<file path="src/rtl/kp_voice_alloc_if.sv">
// kp_voice_alloc_if -- event/voice bus of the Karplus-Strong voice allocator.
//
// Signals:
//   note_on, note_off  one-cycle event strobes
//   note_number        MIDI note (7 bits), sampled with either strobe
//   velocity           MIDI velocity (7 bits), sampled with note_on
//   voice_done         per-voice "delay line decayed to silence" level (4 bits)
//   trig               per-voice one-cycle pluck pulse (4 bits)
//   voice_release      per-voice one-cycle "switch to release decay" pulse (4 bits);
//                      carries the release output, renamed because 'release'
//                      is a reserved word in SystemVerilog
//   voice_note         4x7 packed note per voice, voice v at [7v+6:7v]
//   voice_vel          4x7 packed velocity per voice, same layout
//   voice_active       per-voice "not FREE" flag (4 bits)
//   note_dropped       one-cycle pulse, a note_on was discarded
//
// Modports: master = event source / engine side, slave = allocator.

interface kp_voice_alloc_if;
  logic        note_on;
  logic        note_off;
  logic [6:0]  note_number;
  logic [6:0]  velocity;
  logic [3:0]  voice_done;
  logic [3:0]  trig;
  logic [3:0]  voice_release;
  logic [27:0] voice_note;
  logic [27:0] voice_vel;
  logic [3:0]  voice_active;
  logic        note_dropped;

  modport master (
    output note_on, note_off, note_number, velocity, voice_done,
    input  trig, voice_release, voice_note, voice_vel, voice_active, note_dropped
  );

  modport slave (
    input  note_on, note_off, note_number, velocity, voice_done,
    output trig, voice_release, voice_note, voice_vel, voice_active, note_dropped
  );
endinterface

</file>
<file path="src/rtl/kp_voice_alloc.sv">
// kp_voice_alloc -- 4-voice note allocator for a Karplus-Strong string engine.
//
// Ports:
//   clk    rising-edge system clock
//   reset  synchronous active-high reset
//   bus    kp_voice_alloc_if.slave: note events in, per-voice control out
//
// Each voice is FREE, HELD or RELEASING and carries a 2-bit age rank
// (0 = most recently allocated, 3 = oldest). All outputs are registered,
// so trig/voice_release/note_dropped appear one cycle after the strobe.
//
// Configuration macro KP_VOICE_STEAL_EN: when defined, a note_on arriving
// with every voice busy steals the oldest RELEASING voice (else the oldest
// HELD voice). When undefined, that note_on is discarded and note_dropped
// pulses.

module kp_voice_alloc (
  input  logic              clk,
  input  logic              reset,
  kp_voice_alloc_if.slave   bus
);

  typedef enum logic [1:0] {
    V_FREE      = 2'd0,
    V_HELD      = 2'd1,
    V_RELEASING = 2'd2
  } voice_state_t;

  voice_state_t state_q [4];
  voice_state_t state_d [4];
  logic [1:0]   rank_q  [4];
  logic [1:0]   rank_d  [4];
  logic [6:0]   note_q  [4];
  logic [6:0]   note_d  [4];
  logic [6:0]   vel_q   [4];
  logic [6:0]   vel_d   [4];
  logic [3:0]   trig_q, trig_d;
  logic [3:0]   rel_q, rel_d;
  logic         drop_q, drop_d;

  logic         ev_on, ev_off;
  logic         hit_found, free_found, off_found;
  logic [1:0]   hit_idx, free_idx, off_idx;
  logic         alloc_en;
  logic [1:0]   alloc_idx;
  logic [1:0]   old_rank;
  logic [27:0]  note_bus, vel_bus;

  // Event decode and voice searches. A velocity-0 note_on is a note_off;
  // a real note_off in the same cycle as any note_on is dropped.
  // Searches run from high to low index so the lowest match wins.
  always_comb begin
    ev_on      = bus.note_on && (bus.velocity != 7'd0);
    ev_off     = bus.note_on ? (bus.velocity == 7'd0) : bus.note_off;
    hit_found  = 1'b0;
    hit_idx    = 2'd0;
    free_found = 1'b0;
    free_idx   = 2'd0;
    off_found  = 1'b0;
    off_idx    = 2'd0;
    for (int v = 3; v >= 0; v--) begin
      if ((state_q[v] != V_FREE) && (note_q[v] == bus.note_number)) begin
        hit_found = 1'b1;
        hit_idx   = 2'(v);
      end
      if (state_q[v] == V_FREE) begin
        free_found = 1'b1;
        free_idx   = 2'(v);
      end
      if ((state_q[v] == V_HELD) && (note_q[v] == bus.note_number)) begin
        off_found = 1'b1;
        off_idx   = 2'(v);
      end
    end
  end

`ifdef KP_VOICE_STEAL_EN
  logic       rel_found;
  logic [1:0] rel_idx, rel_rank;
  logic [1:0] held_idx, held_rank;
  logic [1:0] steal_idx;

  // Victim choice for a full pool: oldest RELEASING voice, otherwise the
  // oldest HELD voice. Ranks are unique, so ">=" against a zero start
  // still picks exactly the maximum.
  always_comb begin
    rel_found = 1'b0;
    rel_idx   = 2'd0;
    rel_rank  = 2'd0;
    held_idx  = 2'd0;
    held_rank = 2'd0;
    for (int v = 0; v < 4; v++) begin
      if ((state_q[v] == V_RELEASING) && (!rel_found || (rank_q[v] > rel_rank))) begin
        rel_found = 1'b1;
        rel_idx   = 2'(v);
        rel_rank  = rank_q[v];
      end
      if ((state_q[v] == V_HELD) && (rank_q[v] >= held_rank)) begin
        held_idx  = 2'(v);
        held_rank = rank_q[v];
      end
    end
    steal_idx = rel_found ? rel_idx : held_idx;
  end
`endif

  // Choose the voice a note_on lands on: retrigger a voice already
  // sounding that note, else the lowest FREE voice, else the full-pool rule.
  always_comb begin
    alloc_en  = 1'b0;
    alloc_idx = 2'd0;
    drop_d    = 1'b0;
    if (ev_on) begin
      if (hit_found) begin
        alloc_en  = 1'b1;
        alloc_idx = hit_idx;
      end else if (free_found) begin
        alloc_en  = 1'b1;
        alloc_idx = free_idx;
      end else begin
`ifdef KP_VOICE_STEAL_EN
        alloc_en  = 1'b1;
        alloc_idx = steal_idx;
`else
        drop_d    = 1'b1;
`endif
      end
    end
    old_rank = rank_q[alloc_idx];
  end

  // Per-voice next state. Priority, lowest to highest: hold, voice_done
  // (returns a sounding voice to FREE), note_off, allocation. A voice that
  // finishes in the same cycle as its note_off just goes FREE without a
  // release pulse.
  always_comb begin
    trig_d = 4'b0000;
    rel_d  = 4'b0000;
    for (int v = 0; v < 4; v++) begin
      state_d[v] = state_q[v];
      rank_d[v]  = rank_q[v];
      note_d[v]  = note_q[v];
      vel_d[v]   = vel_q[v];

      if ((state_q[v] != V_FREE) && bus.voice_done[v])
        state_d[v] = V_FREE;

      if (ev_off && off_found && (off_idx == 2'(v)) && !bus.voice_done[v]) begin
        state_d[v] = V_RELEASING;
        rel_d[v]   = 1'b1;
      end

      // Aging: the allocated voice becomes youngest, every voice younger
      // than its old rank moves one step older, keeping a permutation.
      if (alloc_en) begin
        if (alloc_idx == 2'(v)) begin
          state_d[v] = V_HELD;
          note_d[v]  = bus.note_number;
          vel_d[v]   = bus.velocity;
          rank_d[v]  = 2'd0;
          trig_d[v]  = 1'b1;
        end else if (rank_q[v] < old_rank) begin
          rank_d[v]  = rank_q[v] + 2'd1;
        end
      end
    end
  end

  // State register; reset discards any strobe present in the same cycle.
  always_ff @(posedge clk) begin
    if (reset) begin
      for (int v = 0; v < 4; v++) begin
        state_q[v] <= V_FREE;
        rank_q[v]  <= 2'(v);
        note_q[v]  <= 7'd0;
        vel_q[v]   <= 7'd0;
      end
      trig_q <= 4'b0000;
      rel_q  <= 4'b0000;
      drop_q <= 1'b0;
    end else begin
      for (int v = 0; v < 4; v++) begin
        state_q[v] <= state_d[v];
        rank_q[v]  <= rank_d[v];
        note_q[v]  <= note_d[v];
        vel_q[v]   <= vel_d[v];
      end
      trig_q <= trig_d;
      rel_q  <= rel_d;
      drop_q <= drop_d;
    end
  end

  // Pack per-voice note/velocity onto the flat output buses.
  always_comb begin
    note_bus = '0;
    vel_bus  = '0;
    for (int v = 0; v < 4; v++) begin
      note_bus[7*v +: 7] = note_q[v];
      vel_bus[7*v +: 7]  = vel_q[v];
    end
  end

  assign bus.trig          = trig_q;
  assign bus.voice_release = rel_q;
  assign bus.note_dropped  = drop_q;
  assign bus.voice_note    = note_bus;
  assign bus.voice_vel     = vel_bus;
  assign bus.voice_active  = {state_q[3] != V_FREE, state_q[2] != V_FREE,
                              state_q[1] != V_FREE, state_q[0] != V_FREE};

endmodule

</file>
<file path="src/flat_wrapper.sv">
// flat-port wrapper written by rule: the top's interface ports become plain ports
module kp_voice_alloc_flat 
  (clk, reset, bus_note_on, bus_note_off, bus_note_number, bus_velocity, bus_voice_done, bus_trig, bus_voice_release, bus_voice_note, bus_voice_vel, bus_voice_active, bus_note_dropped);
  kp_voice_alloc_if bus_i ();
  input  logic clk;
  input  logic reset;
  input wire logic [$bits(bus_i.note_on)-1:0] bus_note_on;
  input wire logic [$bits(bus_i.note_off)-1:0] bus_note_off;
  input wire logic [$bits(bus_i.note_number)-1:0] bus_note_number;
  input wire logic [$bits(bus_i.velocity)-1:0] bus_velocity;
  input wire logic [$bits(bus_i.voice_done)-1:0] bus_voice_done;
  output wire logic [$bits(bus_i.trig)-1:0] bus_trig;
  output wire logic [$bits(bus_i.voice_release)-1:0] bus_voice_release;
  output wire logic [$bits(bus_i.voice_note)-1:0] bus_voice_note;
  output wire logic [$bits(bus_i.voice_vel)-1:0] bus_voice_vel;
  output wire logic [$bits(bus_i.voice_active)-1:0] bus_voice_active;
  output wire logic [$bits(bus_i.note_dropped)-1:0] bus_note_dropped;
  assign bus_i.note_on = bus_note_on;
  assign bus_i.note_off = bus_note_off;
  assign bus_i.note_number = bus_note_number;
  assign bus_i.velocity = bus_velocity;
  assign bus_i.voice_done = bus_voice_done;
  assign bus_trig = bus_i.trig;
  assign bus_voice_release = bus_i.voice_release;
  assign bus_voice_note = bus_i.voice_note;
  assign bus_voice_vel = bus_i.voice_vel;
  assign bus_voice_active = bus_i.voice_active;
  assign bus_note_dropped = bus_i.note_dropped;
  kp_voice_alloc u_core (.clk(clk), .reset(reset), .bus(bus_i));
endmodule
</file>
<file path="config.mk">
export PLATFORM = sky130hd
export DESIGN_NAME = kp_voice_alloc_flat
export DESIGN_NICKNAME = d
export VERILOG_FILES = /design/src/rtl/kp_voice_alloc_if.sv /design/src/rtl/kp_voice_alloc.sv /design/src/flat_wrapper.sv
export SDC_FILE = /design/constraint.sdc
export NUM_CORES = 1
export LEC_CHECK = 0
export CORE_MARGIN = 5
export CORE_UTILIZATION = 49
export CTS_BUF_LIST = sky130_fd_sc_hd__clkbuf_4 sky130_fd_sc_hd__clkbuf_8 sky130_fd_sc_hd__clkbuf_16
export DETAILED_ROUTE_END_ITERATION = 10
export HOLD_SLACK_MARGIN = 0.02
export PLACE_DENSITY = 0.85
export SLEW_MARGIN = 10
export SYNTH_ARGS = -nofsm -noshare
export SYNTH_HDL_FRONTEND = slang
export SYNTH_SLANG_ARGS = --single-unit
</file>
<file path="constraint.sdc">
create_clock -name clk -period 3 [get_ports clk]
set_clock_uncertainty 0.15 [all_clocks]
set_input_delay 0.9 -clock clk [delete_from_list [all_inputs] [get_ports clk]]
set_output_delay 0.9 -clock clk [all_outputs]
set_load 0.02 [all_outputs]
</file>
Yosys cells after proc, flatten, opt, wreduce, memory -nomap -nowiden
Memory sizes are Yosys's and may differ from the RTL's.
Index checks and enable logic that the tools add are counted.
- eq/ne operators: 14
- mux-type cells: 87
- bitwise gates (word level): 14
- reduce and logical (&&, ||, !) cells: 40
- operators with widths (cell ; number):
    7-bit 2-to-1 mux ; 24
    2-bit 2-to-1 mux ; 35
    7-bit equality test ; 4
    1-bit 2-to-1 mux ; 28
    1-bit logical AND ; 22
    2-bit by 1-bit equality test with 1-bit output, second input constant ; 6
    2-bit zero test ; 6
    1-bit bitwise OR ; 12
    2-bit equality test, second input constant ; 4
    2-bit nonzero test ; 4
    7-bit zero test ; 1
    7-bit nonzero test ; 1
    1-bit zero test ; 4
    3-bit OR reduction ; 1
    1-bit inverter ; 2
    2-bit OR reduction ; 1
- register bits after elaboration: 9
- bits in writable memories: 64
- bits of input ports: 22
- output and inout bits: 69
- memories: 3
- memories (memory ; words ; bits a word ; read ports ; clocked after Yosys merged registers in ; wr ports ; RTL line ; RTL):
    u_core.note_q ; 4 ; 7 ; 4 ; 0 ; 4 ; kp_voice_alloc.sv:33 ; logic [6:0] note_q [4];
    u_core.vel_q ; 4 ; 7 ; 4 ; 0 ; 4 ; kp_voice_alloc.sv:35 ; logic [6:0] vel_q [4];
    u_core.state_q ; 4 ; 2 ; 4 ; 0 ; 4 ; kp_voice_alloc.sv:29 ; voice_state_t state_q [4];

Logic depth before layout (Yosys ltp)
Gate-level depths: netlist of the first run.
- depth in word-level cells: 13
- gate-level depth with buffers: 8
- gate-level depth less buffers: 7

Least setup slack after synthesis of the first run
Ideal clock, no wire load.
- path type: in2reg
- start point: in bus_note_number[2]
- end point: mem u_core.state_q[0][3] (netlist name)
- library setup time: 0.100 ns
- data arrival time: 2.526 ns
- data required time: 2.750 ns
- slack: 0.225 ns
- cell stages on the path: 8
- path buffers: 2
- cell sequence: buf_4 -> xor2_1 -> nor4_4 -> and3_4 -> o311ai_4 -> and4_4 -> buf_6 -> a2111oi_4
- RTL lines (item ; RTL line ; RTL):
    from (decl) ; flat_wrapper.sv:9 ; input wire logic [$bits(bus_i.note_number)-1:0] bus_note_number;
    to (decl) ; kp_voice_alloc.sv:29 ;

==> results of run 1 <==
## final cells by class
class                           count  area [um2]
Tap cell                           96         120
Timing Repair Buffer              123        1240
Clock buffer                        9         124
Sequential cell                    73        1460
Clock inverter                      7        61.3
Multi-Input combinational cell    237        1870
Fill cell                         510        1930
Inverter                            4        15.0
## registers in the layout, summed over array words and instances (netlist names)
| signal | cells |
|---|---|
| u_core.bus.voice_release | 4 |
| u_core.bus.note_dropped | 1 |
| u_core.state_q | 8 |
| u_core.bus.trig | 4 |
| u_core.vel_q | 28 |
| u_core.note_q | 28 |
## worst paths after layout
kind,startpoint,end,slack [ns],cells after the start
max reg2reg,u_core.note_q[2][4],u_core.vel_q[2][0],0.73,8
max,bus_note_number[4],u_core.vel_q[2][0],0.06,10
min reg2reg,u_core.vel_q[1][0],u_core.vel_q[1][0],0.33,2
min,u_core.vel_q[1][0],u_core.vel_q[1][0],0.33,2
## through the flow
step	cell area [um2]	hold WS, ns	instances
floorplan	3460	0.298	337
global placement	4650	0.306	530
detailed placement	4650	0.318	530
CTS	4840	0.329	546
global route	4900	0.359	549
finish	4900	0.330	549
## synthesized netlist by cell type (all sizes together)
cell     instances  share of area (%)
nand3            4               0.72
a21oi            4               0.58
a31oi            1               0.18
mux2i           56                 16
nand4b           2               0.51
nand2b          72                 13
nand4            6                1.7
o211ai           2               0.83
or2              1               0.18
buf             13                2.7
nor2b            1               0.18
o22a             1               0.25
dfxtp           73                 42
inv              4               0.43
xnor2            7                1.8
o311ai           1               0.76
nor4            10                2.9
clkbuf          10                1.1
a211oi           1               0.22
a2111oi          1               0.80
o21a             1               0.22
and4             1               0.33
o311a            1               0.33
nor2            15                1.6
xor2            21                5.3
or3b             1               0.25
nand2            9                1.0
o22ai            2               0.36
and2             2               0.36
nand3b           1               0.22
o211a            4                1.2
nor3             7                1.0
o21ai            1               0.25
and3             1               0.33
## logic make-up (layout without fill, tap and decap cells)
| family | count (synthesis) | in the layout | share of synthesized area, % |
|---|---|---|---|
| xor+xnor | 28 | 28 | 7.08 |
| buf+inv | 27 | 143 | 4.26 |
| compound gates | 20 | 20 | 5.93 |
| simple gates | 133 | 133 | 24.3 |
| flops | 73 | 73 | 42.2 |
| mux | 56 | 56 | 16.2 |
## routing by layer
metal  vias to the layer above  part of all wire [%]  wire length (um)  GRT usage [%]
li1                       1371                     -                 -              -
met1                      1388                    44              4050           27.3
met2                        76                    49              4470           35.4
met3                        15                   5.0               453           4.97
met4                         0                   1.9               175           6.98
met5                         -                     0                 0              0
## where the power goes
part	leakage (nW)	switching, W	internal (W)	total (W)
registers	0.592	0.0000202	0.000994	0.00101
clock network	0.0940	0.000417	0.000317	0.000734
logic	1.41	0.000161	0.000161	0.000322
## repair_timing
| action | CTS | global route |
|---|---|---|
| setup endpoints to repair | 7 | 55 |
| resized for setup | 2 | 11 |
| setup buffers | 0 | 2 |
| pin swaps | 0 | 5 |
| gates cloned | 0 | 1 |
## worst max-delay path, stage by stage
cell             delay (ns)
clkdlybuf4s50_1        0.51
buf_4                  0.15
xnor2_1                0.11
nand4_1                0.19
o22a_1                 0.25
o21a_2                 0.25
o211ai_1               0.20
buf_4                  0.17
clkbuf_16              0.15
mux2i_1                0.18
==> results.toml, run 1 <==
[route]
postRouteWirelength_um = 9150
drt_iter0_markers = 103
drt_first_pass_iters = 4
final_antenna_net_count = 0
avgRoutedWirePerCell_um = 16.7
drc = 0
vias_per_cell = 5.19
vias = 2850

[power_and_ir_drop]
power.density_mw_per_mm2 = 423
p_leak_nw = 2.09
total_power_w = 0.00207
peakVddDrop_v = 0.000288

[clocking]
cts.clk_slew.worst_paths_ns = 0.08
ctsHoldBuffers = 0
cts_num_sinks = 73
cts_tree = "yes"
htreeDepth = 3
clock_tree.buffer_depth = 2
cts_inserted_buffers = 9
clkLatencyLatePin_ns = 0.35
cts-root-buf = "clkbuf_8"

[timing]
fmaxAchievable_mhz = 340
final-hold-violation-count = 0
setup-tns-final_ns = 0
setup_ws_ns = 0.0570
fin_crit_sh_pct = 98.1
setup_viol = 0
max_slew_margin_pct = 73.8
slew_viol_final = 0
worst_pin_slew_ns = 0.392
period_minus_slack_ns = 2.94

[worst_setup_path]
worstPathRequired_ns = 3.13
startpoint_type = "input pin"
cp.arrival_ns = 3.07
crit_fanout = 5
crit_path_end_kind = "flip-flop"
critical_path_class = "in2reg"

[place]
dp_slack_ns = -0.406
gp_congestion = 0.927
hpwl_um = 6900
portBuffers = 90

[yosys]
syn_nets = 359
syn_inst = 337
synth_seq_cells = 73
syn_avg_cell_area_um2 = 10.3
netlist_area_mm2 = 0.00346
yosysWarnings = 0
synth-seq-area-share_pct = 42.2
ys_types = 43

[global_routing]
grt_pass1_vias = 2907
gr-usage-all-layers_pct = 21.3
grt_max_degree = 64
grt_pass1_wl_um = 14700
antenna_found_initial = 0
overflow = 0

[floorplan]
num_rows = 30
die_h_um = 94.1
die_area_mm2 = 0.00885
fp.dieW_um = 94.1
ioPinCount = 91
start_util_pct = 50.7
core-area_mm2 = 0.00683

[cells_and_area]
nets = 470
mostFrequentLayoutCells = "clkdlybuf4s50_1, dfxtp_1, nand2b_1"
final_common_cell = "clkdlybuf4s50_1"
drive_above_1_share_pct = 15.5
finish.utilization_pct = 71.7
diodes = 0
syn2layout_area_growth_pct = 41.5

[min_path]
hp-class = "reg2reg"

[job]
drv_cap = 0

[outcome]
status = "completed"
Power figures use the tool's default switching activity.
==> run 2: changes to the inputs <==
CAP_MARGIN = 25   (was unset)
==> results of run 2 <==
Final layout, timing and power as in run 1 (identical DEF).
